File: src/rtl/fetch_pkg.sv
// Shared types and constants for the instruction fetch front end.
package fetch_pkg;

  localparam int unsigned INSTRUCTION_WIDTH = 32;
  localparam int unsigned ENTRY_WIDTH       = 2 * INSTRUCTION_WIDTH;
  localparam logic [INSTRUCTION_WIDTH-1:0] NOP_INSTRUCTION  = 32'h0000_0013;
  localparam logic [INSTRUCTION_WIDTH-1:0] DEFAULT_RESET_PC = 32'h0000_0000;

  typedef enum logic [1:0] {
    REQUEST = 2'd0,
    WAIT    = 2'd1,
    DROP    = 2'd2
  } fetch_state_t;

  typedef struct packed {
    logic [INSTRUCTION_WIDTH-1:0] pc;
    logic [INSTRUCTION_WIDTH-1:0] instruction;
  } fetch_entry_t;

endpackage

File: src/rtl/instruction_fetch_unit_if.sv
// Instruction memory read channel: valid/ready request, single-beat response.
interface instruction_fetch_unit_if;
  import fetch_pkg::*;

  logic                         memory_request_valid;
  logic                         memory_request_ready;
  logic [INSTRUCTION_WIDTH-1:0] memory_request_address;
  logic                         memory_response_valid;
  logic [INSTRUCTION_WIDTH-1:0] memory_response_data;

  modport master (
    output memory_request_valid,
    output memory_request_address,
    input  memory_request_ready,
    input  memory_response_valid,
    input  memory_response_data
  );

  modport slave (
    input  memory_request_valid,
    input  memory_request_address,
    output memory_request_ready,
    output memory_response_valid,
    output memory_response_data
  );

endinterface

File: src/rtl/fetch_buffer.sv
// Small FIFO of {pc, instruction} entries; flush beats push.
module fetch_buffer #(
  parameter int unsigned DEPTH = 2,
  parameter int unsigned WIDTH = 64,
  localparam int unsigned PTR_WIDTH   = $clog2(DEPTH),
  localparam int unsigned COUNT_WIDTH = PTR_WIDTH + 1
) (
  input  logic                   clock,
  input  logic                   reset,
  input  logic                   push,
  input  logic [WIDTH-1:0]       push_data,
  input  logic                   pop,
  input  logic                   flush,
  output logic [WIDTH-1:0]       head_data,
  output logic [COUNT_WIDTH-1:0] count,
  output logic                   empty
);

  logic [WIDTH-1:0]     storage [DEPTH];
  logic [PTR_WIDTH-1:0] rd_ptr;
  logic [PTR_WIDTH-1:0] wr_ptr;

  always_ff @(posedge clock or posedge reset) begin
    if (reset) begin
      rd_ptr <= '0;
      wr_ptr <= '0;
      count  <= '0;
    end else if (flush) begin
      rd_ptr <= '0;
      wr_ptr <= '0;
      count  <= '0;
    end else begin
      if (push) wr_ptr <= wr_ptr + PTR_WIDTH'(1);
      if (pop)  rd_ptr <= rd_ptr + PTR_WIDTH'(1);
      case ({push, pop})
        2'b10:   count <= count + COUNT_WIDTH'(1);
        2'b01:   count <= count - COUNT_WIDTH'(1);
        default: count <= count;
      endcase
    end
  end

  // Data array needs no reset; reads are masked by empty downstream.
  always_ff @(posedge clock) begin
    if (push && !flush) storage[wr_ptr] <= push_data;
  end

  assign head_data = storage[rd_ptr];
  assign empty     = (count == '0);

endmodule

File: src/rtl/instruction_fetch_unit.sv
// PC owner: issues one outstanding word fetch at a time, buffers results for decode.
module instruction_fetch_unit
  import fetch_pkg::*;
#(
  parameter logic [31:0] RESET_PC     = DEFAULT_RESET_PC,
  parameter int unsigned BUFFER_DEPTH = 2
) (
  input  logic                           clock,
  input  logic                           reset,
  instruction_fetch_unit_if.master       memory,
  input  logic                           redirect_valid,
  input  logic [INSTRUCTION_WIDTH-1:0]   redirect_target,
  output logic                           instruction_valid,
  input  logic                           instruction_ready,
  output logic [INSTRUCTION_WIDTH-1:0]   instruction,
  output logic [INSTRUCTION_WIDTH-1:0]   instruction_pc
);

  localparam int unsigned COUNT_WIDTH = $clog2(BUFFER_DEPTH) + 1;

  fetch_state_t                 state, state_next;
  logic [INSTRUCTION_WIDTH-1:0] fetch_pc, fetch_pc_next;
  logic [INSTRUCTION_WIDTH-1:0] issued_pc, issued_pc_next;
  logic                         running;
  logic [COUNT_WIDTH-1:0]       count;
  logic                         empty;
  logic                         full_c;
  logic                         push;
  logic                         pop_c;
  logic                         request_valid_c;
  logic                         handshake_c;
  fetch_entry_t                 push_entry;
  fetch_entry_t                 head_entry;

  // running holds off the first request until the edge after reset release
  always_ff @(posedge clock or posedge reset) begin
    if (reset) begin
      state     <= REQUEST;
      fetch_pc  <= RESET_PC;
      issued_pc <= RESET_PC;
      running   <= 1'b0;
    end else begin
      state     <= state_next;
      fetch_pc  <= fetch_pc_next;
      issued_pc <= issued_pc_next;
      running   <= 1'b1;
    end
  end

  assign full_c          = (count == COUNT_WIDTH'(BUFFER_DEPTH));
  assign request_valid_c = running && (state == REQUEST) && !full_c;
  assign handshake_c     = request_valid_c && memory.memory_request_ready;
  assign pop_c           = !empty && instruction_ready;

  always_comb begin
    state_next     = state;
    fetch_pc_next  = fetch_pc;
    issued_pc_next = issued_pc;
    push           = 1'b0;
    case (state)
      REQUEST: begin
        if (handshake_c) begin
          issued_pc_next = fetch_pc;
          fetch_pc_next  = fetch_pc + 32'd4;
          state_next     = WAIT;
        end
      end
      WAIT: begin
        if (memory.memory_response_valid) begin
          push       = 1'b1;
          state_next = REQUEST;
        end
      end
      DROP: begin
        if (memory.memory_response_valid) state_next = REQUEST;
      end
      default: state_next = REQUEST;
    endcase
    // Redirect wins: any accepted or in-flight fetch now belongs to a dead stream
    if (redirect_valid) begin
      push          = 1'b0;
      fetch_pc_next = redirect_target & ~32'h0000_0003;
      if (state == REQUEST) state_next = handshake_c ? DROP : REQUEST;
      else                  state_next = memory.memory_response_valid ? REQUEST : DROP;
    end
  end

  assign push_entry = '{pc: issued_pc, instruction: memory.memory_response_data};

  fetch_buffer #(
    .DEPTH (BUFFER_DEPTH),
    .WIDTH (ENTRY_WIDTH)
  ) u_buffer (
    .clock     (clock),
    .reset     (reset),
    .push      (push),
    .push_data (push_entry),
    .pop       (pop_c),
    .flush     (redirect_valid),
    .head_data (head_entry),
    .count     (count),
    .empty     (empty)
  );

  assign memory.memory_request_valid   = request_valid_c;
  assign memory.memory_request_address = fetch_pc;
  assign instruction_valid             = !empty;
  assign instruction                   = empty ? NOP_INSTRUCTION : head_entry.instruction;
  assign instruction_pc                = empty ? 32'h0000_0000 : head_entry.pc;

endmodule

File: src/flat_wrapper.sv
// flat-port wrapper written by rule: the top's interface ports become plain ports
module instruction_fetch_unit_flat import fetch_pkg::*;
#(
  parameter logic [31:0] RESET_PC     = DEFAULT_RESET_PC,
  parameter int unsigned BUFFER_DEPTH = 2
)
  (clock, reset, redirect_valid, redirect_target, instruction_valid, instruction_ready, instruction, instruction_pc, memory_memory_request_valid, memory_memory_request_address, memory_memory_request_ready, memory_memory_response_valid, memory_memory_response_data);
  instruction_fetch_unit_if memory_i ();
  input  logic clock;
  input  logic reset;
  input  logic redirect_valid;
  input  logic [INSTRUCTION_WIDTH-1:0] redirect_target;
  output logic instruction_valid;
  input  logic instruction_ready;
  output logic [INSTRUCTION_WIDTH-1:0] instruction;
  output logic [INSTRUCTION_WIDTH-1:0] instruction_pc;
  output wire logic [$bits(memory_i.memory_request_valid)-1:0] memory_memory_request_valid;
  output wire logic [$bits(memory_i.memory_request_address)-1:0] memory_memory_request_address;
  input wire logic [$bits(memory_i.memory_request_ready)-1:0] memory_memory_request_ready;
  input wire logic [$bits(memory_i.memory_response_valid)-1:0] memory_memory_response_valid;
  input wire logic [$bits(memory_i.memory_response_data)-1:0] memory_memory_response_data;
  assign memory_memory_request_valid = memory_i.memory_request_valid;
  assign memory_memory_request_address = memory_i.memory_request_address;
  assign memory_i.memory_request_ready = memory_memory_request_ready;
  assign memory_i.memory_response_valid = memory_memory_response_valid;
  assign memory_i.memory_response_data = memory_memory_response_data;
  instruction_fetch_unit #(.RESET_PC(RESET_PC), .BUFFER_DEPTH(BUFFER_DEPTH)) u_core (.clock(clock), .reset(reset), .memory(memory_i), .redirect_valid(redirect_valid), .redirect_target(redirect_target), .instruction_valid(instruction_valid), .instruction_ready(instruction_ready), .instruction(instruction), .instruction_pc(instruction_pc));
endmodule
File: config.mk
export PLATFORM = sky130hd
export DESIGN_NAME = instruction_fetch_unit_flat
export DESIGN_NICKNAME = d
export VERILOG_FILES = /design/src/rtl/fetch_pkg.sv /design/src/rtl/instruction_fetch_unit_if.sv /design/src/rtl/fetch_buffer.sv /design/src/rtl/instruction_fetch_unit.sv /design/src/flat_wrapper.sv
export SDC_FILE = /design/constraint.sdc
export NUM_CORES = 1
export LEC_CHECK = 0
export CELL_PAD_IN_SITES_DETAIL_PLACEMENT = 1
export CELL_PAD_IN_SITES_GLOBAL_PLACEMENT = 1
export CORE_MARGIN = 2
export CORE_UTILIZATION = 37
export DETAILED_ROUTE_END_ITERATION = 6
export MAX_ROUTING_LAYER = met4
export PLACE_DENSITY = 0.81
export SYNTH_ARGS = -nofsm -noshare
export SYNTH_HDL_FRONTEND = slang
export SYNTH_SLANG_ARGS = --single-unit
File: constraint.sdc
create_clock -name clock -period 5.56 [get_ports clock]
set_input_delay 1.112 -clock clock [delete_from_list [all_inputs] [get_ports clock]]
set_output_delay 1.112 -clock clock [all_outputs]
set_load 0.01 [all_outputs]
==> flow_metrics.tcl, run 1 <==
set metrics [dict create \
    slowest_delay_ns 0.81 \
    synth_top_family_by_area "simple AND/OR/NAND/NOR gates" \
    start_util_pct 37.4 \
    slew_headroom_pct 12.2 \
    rrSetupSlack_ns 2.90 \
    grt_max_degree 48 \
    gr-total-overflow 0 \
    dieArea_mm2 0.0230 \
    coreArea_mm2 0.0216 \
    cts_resized 0 \
    h-tree-depth 4 \
    seqPwrFrac_pct 54.4 \
    cts_buffer_depth 2 \
    yosysTopAreaCellShare_pct 46.1 \
    nFillCells 2210 \
    syn_area_per_cell_um2 13.3 \
    yosys.area_share.simple_pct 12.4 \
    synth_compound_area_share_pct 5.47 \
    cp_max_fo 36 \
    drt_iter0_drc 210 \
    slew_viol_final 0 \
    reg2reg_depth 4 \
    fmax_mhz 259 \
    cts_buffers 17 \
    finalCriticalPeriod_ns 3.87 \
    ys_warn_count 0 \
    areaGrowthSynthToFinish_pct 30.6 \
    maxCapViolCount 0 \
    setup_viol 0 \
    ys_async_sr_fraction_pct 35.1 \
    setup_slack_ns 1.69 \
    drt_wl_total_um 20000 \
    finClkSkew_ns 0.0103 \
    grt_first_pass_wirelength_um 30900 \
    fp.dieH_um 152 \
    ios 168 \
    drive_above_1_share_pct 10.4 \
    gp_congestion 0.808 \
    yosys.area_share.xor_xnor_pct 0.976 \
    min_to "u_core.u_buffer.storage[1][62]$_DFFE_PP_" \
    vias 5507 \
    final_nets 838 \
    clockRootBuffer "clkbuf_16" \
    r2r-start "u_core.memory.memory_request_address[4]$_DFFE_PP0P_" \
    cts.sinks 191 \
    tns_ns 0 \
    r2r-end "u_core.memory.memory_request_address[16]$_DFFE_PP0P_" \
    grt_pass1_vias 5698 \
    drc 0 \
    peakVddDrop_v 0.000188 \
    clk_pin_slew_ns 0.07 \
    swShare_pct 25.5 \
    placementRows 54 \
    clkLatencyLatePin_ns 0.43 \
    status "finished clean" \
    min-delay-start "u_core.issued_pc[30]$_DFFE_PP0P_" \
    ys_ff_latch 191 \
    cts_hold_repair.buffers 0 \
    synthMuxAreaShare_pct 11.4 \
    antenna_found_initial 0 \
    hpwlAfterDp_um 13700 \
    p_int_mw 2.48 \
    grt_usage_pct 18.1 \
    syn_area_mm2 0.00808 \
    layout_commonest_cell "clkdlybuf4s50_1" \
    antenna_left 0 \
    diodes 0 \
    dieWidth_um 152 \
    synth_edf_count 124 \
    finalHoldViolations 0 \
    io_buffers 161 \
    p_comb_share_pct 12.0 \
    p_leak_nw 3.59 \
    yosysSeqAreaShare_pct 66.8 \
    crit_arrival_ns 2.76 \
    power.switching_mw 0.848 \
    synthAdderAreaFrac_pct 0.465 \
    synth_ff_type "edfxtp_1" \
    tightest_slew_ns 1.31 \
    synth_area_leaders "edfxtp_1, dfrtp_1, mux2i_1" \
    yosysTopAreaCell "edfxtp_1" \
    clock_power_share_pct 33.6 \
    cts_setup_buffers 0 \
    final_cell_mix "clkdlybuf4s50_1, edfxtp_1, nor2_1, dfrtp_1, mux2i_1" \
    worstSetupEndpointType "output port" \
    required_ns 4.45 \
    holdPathStages 0 \
    hold_path.class "flop to flop" \
    dp_slack_ns 2.08 \
    path_class "flop to output port" \
    dr.pass1.iters 4 \
    via_per_inst 5.21 \
    rsz0062_at_grt "false" \
    crit_slowest_cell "nor2_4" \
    design_power_total_mw 3.33 \
    tritoncts "yes" \
    syn_inst 609 \
    synthDistinctLibCells 52 \
    wl_per_cell_um 18.9 \
    fin_crit_sh_pct 69.6 \
    worstPathCellList "nor2_4 > buf_4 > nor2_1 > clkdlybuf4s50_1" \
    power_density_mw_per_mm2 315 \
    worstSetupStartpointType "flop" \
]
[layer usage]
layer,global-route usage [%],share of wire (%),vias up,wire length [um]
met4,4.91,1.4,0,283
met2,29.5,50,161,9990
met5,-,0,-,0
met3,3.89,5.4,17,1080
met1,23.0,43,2756,8600
li1,-,-,2573,-
[logic make-up (layout without fill, tap and decap cells)]
group           Yosys count  in the layout
compound gates           64             64
other cells               2              5
xor+xnor                  9              9
fa+ha+maj                 3              3
flops                   191            191
simple gates            204            204
mux                      89             89
buf+inv                  47            213
[synth_stat cells (all sizes together) (6+ instances only)]
cell type,n
edfxtp,124
nor2,89
dfrtp,67
mux2i,64
nand2,35
mux2,25
clkbuf,23
nand3,20
nand4,17
a31oi,15
buf,14
o21ai,14
o31ai,14
or4,12
inv,9
xnor2,6
[through the flow]
stage	utilization, %	cell area [um^2]	hold WS [ns]	instances
after detailed placement	46.3	10000	0.455	1026
after floorplan	-	8100	0.437	612
final	48.8	10600	0.472	1058
after global routing	48.8	10600	0.490	1058
after global placement	46.3	10000	0.445	1026
after CTS	48.8	10600	0.472	1058
[cell type report]
cell class	count	area, um^2	share of cell area, %
Clock buffer	17	425	4.03
Clock inverter	15	113	1.07
Inverter	10	37.5	0.356
Multi-Input combinational cell	374	2530	24.0
Sequential cell	191	5400	51.2
Tap cell	280	350	3.32
Timing Repair Buffer	171	1690	16.0
[power groups by stage]
| stage | sequential (mW) | clock, mW | combinational, mW |
|---|---|---|---|
| global route | 1.83 | 1.21 | 0.440 |
| global placement | 1.82 | 0 | 0.389 |
| CTS | 1.81 | 1.15 | 0.406 |
| detailed placement | 1.84 | 0 | 0.403 |
| floorplan | 1.79 | 0 | 0.222 |
| finish | 1.81 | 1.12 | 0.400 |
[critical path, delay by kind of cell (launching register included)]
kind                   cells  cell delay [ns]
buffers and inverters      2             0.95
flip-flops                 1             0.46
AND/OR/NAND/NOR            2             0.91
[sequential cells by signal, indices dropped and copies added (netlist names)]
| register | count |
|---|---|
| u_core.u_buffer.rd_ptr | 1 |
| u_core.memory.memory_request_address | 30 |
| u_core.u_buffer.wr_ptr | 1 |
| u_core.u_buffer.count | 2 |
| u_core.state | 2 |
| u_core.u_buffer.storage | 124 |
| u_core.running | 1 |
| u_core.issued_pc | 30 |
[worst max path at each step]
stage	startpoint	end	slack, ns
6_report	u_core.u_buffer.count[0]$_DFFE_PP0P_	instruction_pc[14]	1.69
2_1_floorplan	redirect_valid	u_core.u_buffer.storage[0][0]$_DFFE_PP_	0.91
3_5_place_dp	u_core.u_buffer.count[0]$_DFFE_PP0P_	instruction_pc[14]	2.08
4_1_cts	u_core.u_buffer.count[0]$_DFFE_PP0P_	instruction_pc[14]	1.60
3_3_place_gp	u_core.u_buffer.count[0]$_DFFE_PP0P_	instruction_pc[11]	2.13
5_1_grt	u_core.u_buffer.count[0]$_DFFE_PP0P_	instruction[12]	1.48
Note: power is estimated with default switching activity, not from simulation.
==> inputs of run 2 (changes only) <==
==> constraint.sdc (replaced) <==
create_clock -name clock -period 3.5 [get_ports clock]
set_input_delay 0.7 -clock clock [delete_from_list [all_inputs] [get_ports clock]]
set_output_delay 0.7 -clock clock [all_outputs]
set_load 0.01 [all_outputs]
==> run 2 against run 1 <==
  * Total power up 66%
  * First-iteration DRC count up 55%
  * Register-to-register slack worse by 1.9 ns
  * Highest routed layer unchanged
  * Flip-flop and latch count unchanged
  * Clock skew down 0.0020 ns
  * Clock power up 79%
  * Cell count up 0.38%
==> flow_metrics.tcl, run 2 (synthesis gave the netlist of run 1 again) <==
set metrics [dict create \
    start_util_pct 37.4 \
    grt_use_met3_pct 3.44 \
    clk_pin_slew_ns 0.07 \
    gr-total-overflow 0 \
    antenna_left 0 \
    fin_crit_sh_pct 87.1 \
    final_cell_mix "clkdlybuf4s50_1, edfxtp_1, nor2_1, dfrtp_1, mux2i_1" \
    final_nets 842 \
    numPlacedInstances 1030 \
    grt_pass1_vias 5720 \
    tns_ns 0 \
    top_register "u_core.u_buffer.storage" \
    coreArea_mm2 0.0216 \
    hpwlAfterDp_um 13800 \
    top_usage_layer "met2" \
    cts_buffers 17 \
    largest_reg_flops 124 \
    status "finished clean" \
    grt_usage_pct 18.2 \
    dr.pass1.iters 4 \
    hold_path.class "flop to flop" \
    finalHoldViolations 0 \
    required_ns 2.80 \
    tightest_slew_ns 0.687 \
    slew_viol_final 0 \
    min-delay-start "u_core.issued_pc[28]$_DFFE_PP0P_" \
    layout_commonest_cell "clkdlybuf4s50_1" \
    grt_first_pass_wirelength_um 31000 \
    crit_arrival_ns 2.35 \
    cts_setup_buffers 0 \
    holdPathStages 0 \
    design_power_total_mw 5.53 \
    cts.sinks 191 \
    grt_use_met1_pct 23.4 \
    ios 168 \
    post-route-util_pct 49.5 \
    r2r-end "u_core.memory.memory_request_address[27]$_DFFE_PP0P_" \
    fmax_mhz 328 \
    gp_congestion 0.805 \
    io_buffers 161 \
    dieArea_mm2 0.0230 \
    h-tree-depth 4 \
    cts_hold_repair.buffers 0 \
    path_class "flop to output port" \
    clkLatencyLatePin_ns 0.42 \
    grt_max_degree 57 \
    clockRootBuffer "clkbuf_16" \
    drt_wl_total_um 20000 \
    peakVddDrop_v 0.000355 \
    drc 0 \
    rrSetupSlack_ns 1.02 \
    min_to "u_core.u_buffer.storage[0][60]$_DFFE_PP_" \
    fin_cells 1062 \
    setup_viol 0 \
    drive_above_1_share_pct 10.7 \
    slew_headroom_pct 53.9 \
    tritoncts "yes" \
    rsz0062_at_grt "false" \
    finalCriticalPeriod_ns 3.05 \
    antenna_found_initial 0 \
    worstSetupStartpointType "flop" \
    fp.dieH_um 152 \
    via_per_inst 5.24 \
    cp_max_fo 21 \
    r2r-start "u_core.state[0]$_DFFE_PP0P_" \
    dieWidth_um 152 \
    p_leak_nw 3.66 \
    drt_iter0_drc 325 \
    wl_per_cell_um 18.9 \
    areaGrowthSynthToFinish_pct 32.4 \
    use_met2_pct 29.4 \
    maxCapViolCount 0 \
    cts_resized 0 \
    diodes 0 \
    worstSetupEndpointType "output port" \
    power_density_mw_per_mm2 517 \
    nFillCells 2217 \
    placementRows 54 \
    reg2reg_depth 6 \
    cts_buffer_depth 2 \
    finClkSkew_ns 0.00829 \
    vias 5562 \
]
-- run 2: changes by cell type in the layout (fill, tap and decap cells not counted), sizes merged --
cell / before / now
bufinv: 0 / 4
inv: 14 / 10
clkbuf: 17 / 18
buf: 10 / 14
clkinvlp: 6 / 5
-- run 2: per-layer routing --
| metal | vias to the layer above | part of all wire, % |
|---|---|---|
| met4 | 0 | 2.0 |
| met5 | - | 0 |
| met1 | 2783 | 43 |
| met3 | 25 | 4.9 |
| li1 | 2586 | - |
| met2 | 168 | 50 |
-- run 2: worst max path at each step --
stage               slack, ns                                                    to                            startpoint
floorplan               -0.74               u_core.u_buffer.storage[0][0]$_DFFE_PP_                        redirect_valid
global placement         0.64  u_core.memory.memory_request_address[27]$_DFFE_PP0P_           memory_memory_request_ready
detailed placement       0.56  u_core.memory.memory_request_address[27]$_DFFE_PP0P_           memory_memory_request_ready
CTS                      0.40                                        instruction[1]  u_core.u_buffer.count[0]$_DFFE_PP0P_
global route             0.28                                        instruction[1]  u_core.u_buffer.count[0]$_DFFE_PP0P_
finish                   0.45                                        instruction[1]  u_core.u_buffer.count[0]$_DFFE_PP0P_
-- run 2: area by class of cell --
cell class | count | area (um^2) | area share, %
flip-flops and latches | 191 | 5400 | 50.5
well taps | 280 | 350 | 3.27
repair buffers | 175 | 1750 | 16.4
inverters | 10 | 37.5 | 0.351
multi-input cells | 374 | 2530 | 23.7
clock buffers | 18 | 429 | 4.01
clock inverters | 14 | 190 | 1.78
-- run 2: through the flow --
stage                     hold WS, ns  worst slack [ns]  area, um^2
after global placement          0.445             0.644       10100
after CTS                       0.467             0.398       10700
final                           0.467             0.453       10700
after global routing            0.482             0.281       10700
after detailed placement        0.453             0.562       10100
after floorplan                 0.437            -0.739        8100
-- run 2: critical path: stages, from the launching register on --
cell,delay [ns]
dfrtp_1,0.47
nor2_4,0.50
inv_1,0.26
nand2_1,0.11
clkdlybuf4s50_1,0.57
-- run 2: report_power, final --
group / switching, mW / total (mW) / leakage [nW] / internal, mW
combinational: 0.304 / 0.656 / 1.47 / 0.352
sequential: 0.194 / 2.87 / 1.90 / 2.68
clock: 0.813 / 2.01 / 0.286 / 1.19
total: 1.31 / 5.53 / 3.66 / 4.22
==> inputs of run 3 (changes only) <==
--- a/config.mk
+++ b/config.mk
@@ -5,12 +5,12 @@
 export SDC_FILE = /design/constraint.sdc
 export NUM_CORES = 1
 export LEC_CHECK = 0
+export ABC_AREA = 0
 export CELL_PAD_IN_SITES_DETAIL_PLACEMENT = 1
 export CELL_PAD_IN_SITES_GLOBAL_PLACEMENT = 1
 export CORE_MARGIN = 2
 export CORE_UTILIZATION = 37
 export DETAILED_ROUTE_END_ITERATION = 6
-export MAX_ROUTING_LAYER = met4
 export PLACE_DENSITY = 0.81
 export SYNTH_ARGS = -nofsm -noshare
 export SYNTH_HDL_FRONTEND = slang
==> run 3 against run 2 <==
  * Wire length down 0.69%
  * Worst hold slack hardly changed
  * Critical endpoint unchanged
  * Total power about the same
  * Clock power hardly changed
==> flow_metrics.tcl, run 3 (synthesis gave the netlist of run 1 again) <==
set metrics [dict create \
    design_power_total_mw 5.53 \
    slew_viol_final 0 \
    cts_buffers 17 \
    maxCapViolCount 0 \
    final_cell_mix "clkdlybuf4s50_1, edfxtp_1, nor2_1, dfrtp_1, mux2i_1" \
    seqPwrFrac_pct 51.9 \
    worstSetupStartpointType "flop" \
    numPlacedInstances 1030 \
    finalHoldViolations 0 \
    via_per_inst 5.18 \
    dr.pass1.iters 4 \
    cts_resized 0 \
    start_util_pct 37.4 \
    power_density_mw_per_mm2 517 \
    p_leak_nw 3.66 \
    layout_commonest_cell "clkdlybuf4s50_1" \
    clk_pin_slew_ns 0.07 \
    largest_reg_flops 124 \
    clkLatencyLatePin_ns 0.42 \
    crit_arrival_ns 2.35 \
    cts_buffer_depth 2 \
    cts_hold_repair.buffers 0 \
    final_area_mm2 0.0107 \
    min-delay-start "u_core.issued_pc[28]$_DFFE_PP0P_" \
    hold_path.class "flop to flop" \
    drc 0 \
    h-tree-depth 4 \
    p_comb_share_pct 11.8 \
    peakVddDrop_v 0.000349 \
    holdPathStages 0 \
    diodes 0 \
    placementRows 54 \
    rrSetupSlack_ns 1.02 \
    drive_above_1_share_pct 10.7 \
    wl_per_cell_um 18.7 \
    dieWidth_um 152 \
    p_int_mw 4.22 \
    drt_iter0_drc 302 \
    min_to "u_core.u_buffer.storage[0][60]$_DFFE_PP_" \
    finClkSkew_ns 0.00977 \
    power.switching_mw 1.31 \
    status "finished clean" \
    r2r-start "u_core.state[0]$_DFFE_PP0P_" \
    grt_max_degree 57 \
    final_nets 842 \
    antenna_found_initial 0 \
    vias 5505 \
    reg2reg_depth 6 \
    fin_crit_sh_pct 87.0 \
    required_ns 2.80 \
    worstSetupEndpointType "output port" \
    gp_congestion 0.794 \
    rsz0062_at_grt "false" \
    tns_ns 0 \
    r2r-end "u_core.memory.memory_request_address[27]$_DFFE_PP0P_" \
    path_class "flop to output port" \
    clockRootBuffer "clkbuf_16" \
    finalCriticalPeriod_ns 3.05 \
    drt_wl_total_um 19900 \
    setup_viol 0 \
    grt_usage_pct 17.7 \
    grt_first_pass_wirelength_um 31100 \
    fmax_mhz 328 \
    dpl-instance-area_mm2 0.0101 \
    tightest_slew_ns 0.690 \
    hpwlAfterDp_um 13800 \
    ios 168 \
    io_buffers 161 \
    gr-total-overflow 0 \
    cts_setup_buffers 0 \
    fin_cells 1062 \
    swShare_pct 23.6 \
    grt_pass1_vias 5716 \
    coreArea_mm2 0.0216 \
    fp.dieH_um 152 \
    top_register "u_core.u_buffer.storage" \
    cts.sinks 191 \
    antenna_left 0 \
    cp_max_fo 21 \
    dieArea_mm2 0.0230 \
    clock_power_share_pct 36.3 \
    areaGrowthSynthToFinish_pct 32.4 \
    tritoncts "yes" \
    slew_headroom_pct 53.8 \
]
run 3: power groups by stage:
| stage | clock network, mW | logic [mW] | registers (mW) |
|---|---|---|---|
| after floorplan | 0 | 0.352 | 2.85 |
| after global placement | 0 | 0.627 | 2.89 |
| after detailed placement | 0 | 0.658 | 2.91 |
| after CTS | 2.05 | 0.666 | 2.87 |
| after global routing | 2.13 | 0.717 | 2.90 |
| final | 2.01 | 0.654 | 2.87 |
run 3: worst max path at each step:
stage	startpoint	to	slack, ns	cells past startpoint
2_1_floorplan	redirect_valid	u_core.u_buffer.storage[0][0]$_DFFE_PP_	-0.74	4
3_3_place_gp	memory_memory_request_ready	u_core.memory.memory_request_address[27]$_DFFE_PP0P_	0.64	5
3_5_place_dp	memory_memory_request_ready	u_core.memory.memory_request_address[27]$_DFFE_PP0P_	0.56	5
4_1_cts	u_core.u_buffer.count[0]$_DFFE_PP0P_	instruction[1]	0.40	4
5_1_grt	u_core.u_buffer.count[0]$_DFFE_PP0P_	instruction[1]	0.28	4
6_report	u_core.u_buffer.count[0]$_DFFE_PP0P_	instruction[1]	0.45	4
run 3: through the flow:
stage                     util (%)  hold slack (ns)  worst slack (ns)
after CTS                     49.5            0.467             0.398
after global placement        46.6            0.445             0.644
after floorplan                  -            0.437            -0.739
final                         49.5            0.468             0.454
after detailed placement      46.6            0.453             0.562
after global routing          49.5            0.482             0.281
run 3: area by class of cell:
class,count,area (um^2)
well taps,280,350
clock buffers,18,429
fillers,2217,10900
flip-flops and latches,191,5400
repair buffers,175,1750
inverters,10,37.5
multi-input cells,374,2530
clock inverters,14,190
run 3: layer usage:
layer | GRT usage, % | vias to the layer above | routed length [um]
li1 | - | 2576 | -
met1 | 23.3 | 2752 | 8660
met2 | 29.3 | 154 | 9970
met3 | 3.62 | 23 | 873
met4 | 5.88 | 0 | 389
met5 | 0 | - | 0
run 3: worst max-delay path: stages, from the launching register on:
cell,delay (ns)
dfrtp_1,0.47
nor2_4,0.50
inv_1,0.27
nand2_1,0.11
clkdlybuf4s50_1,0.57
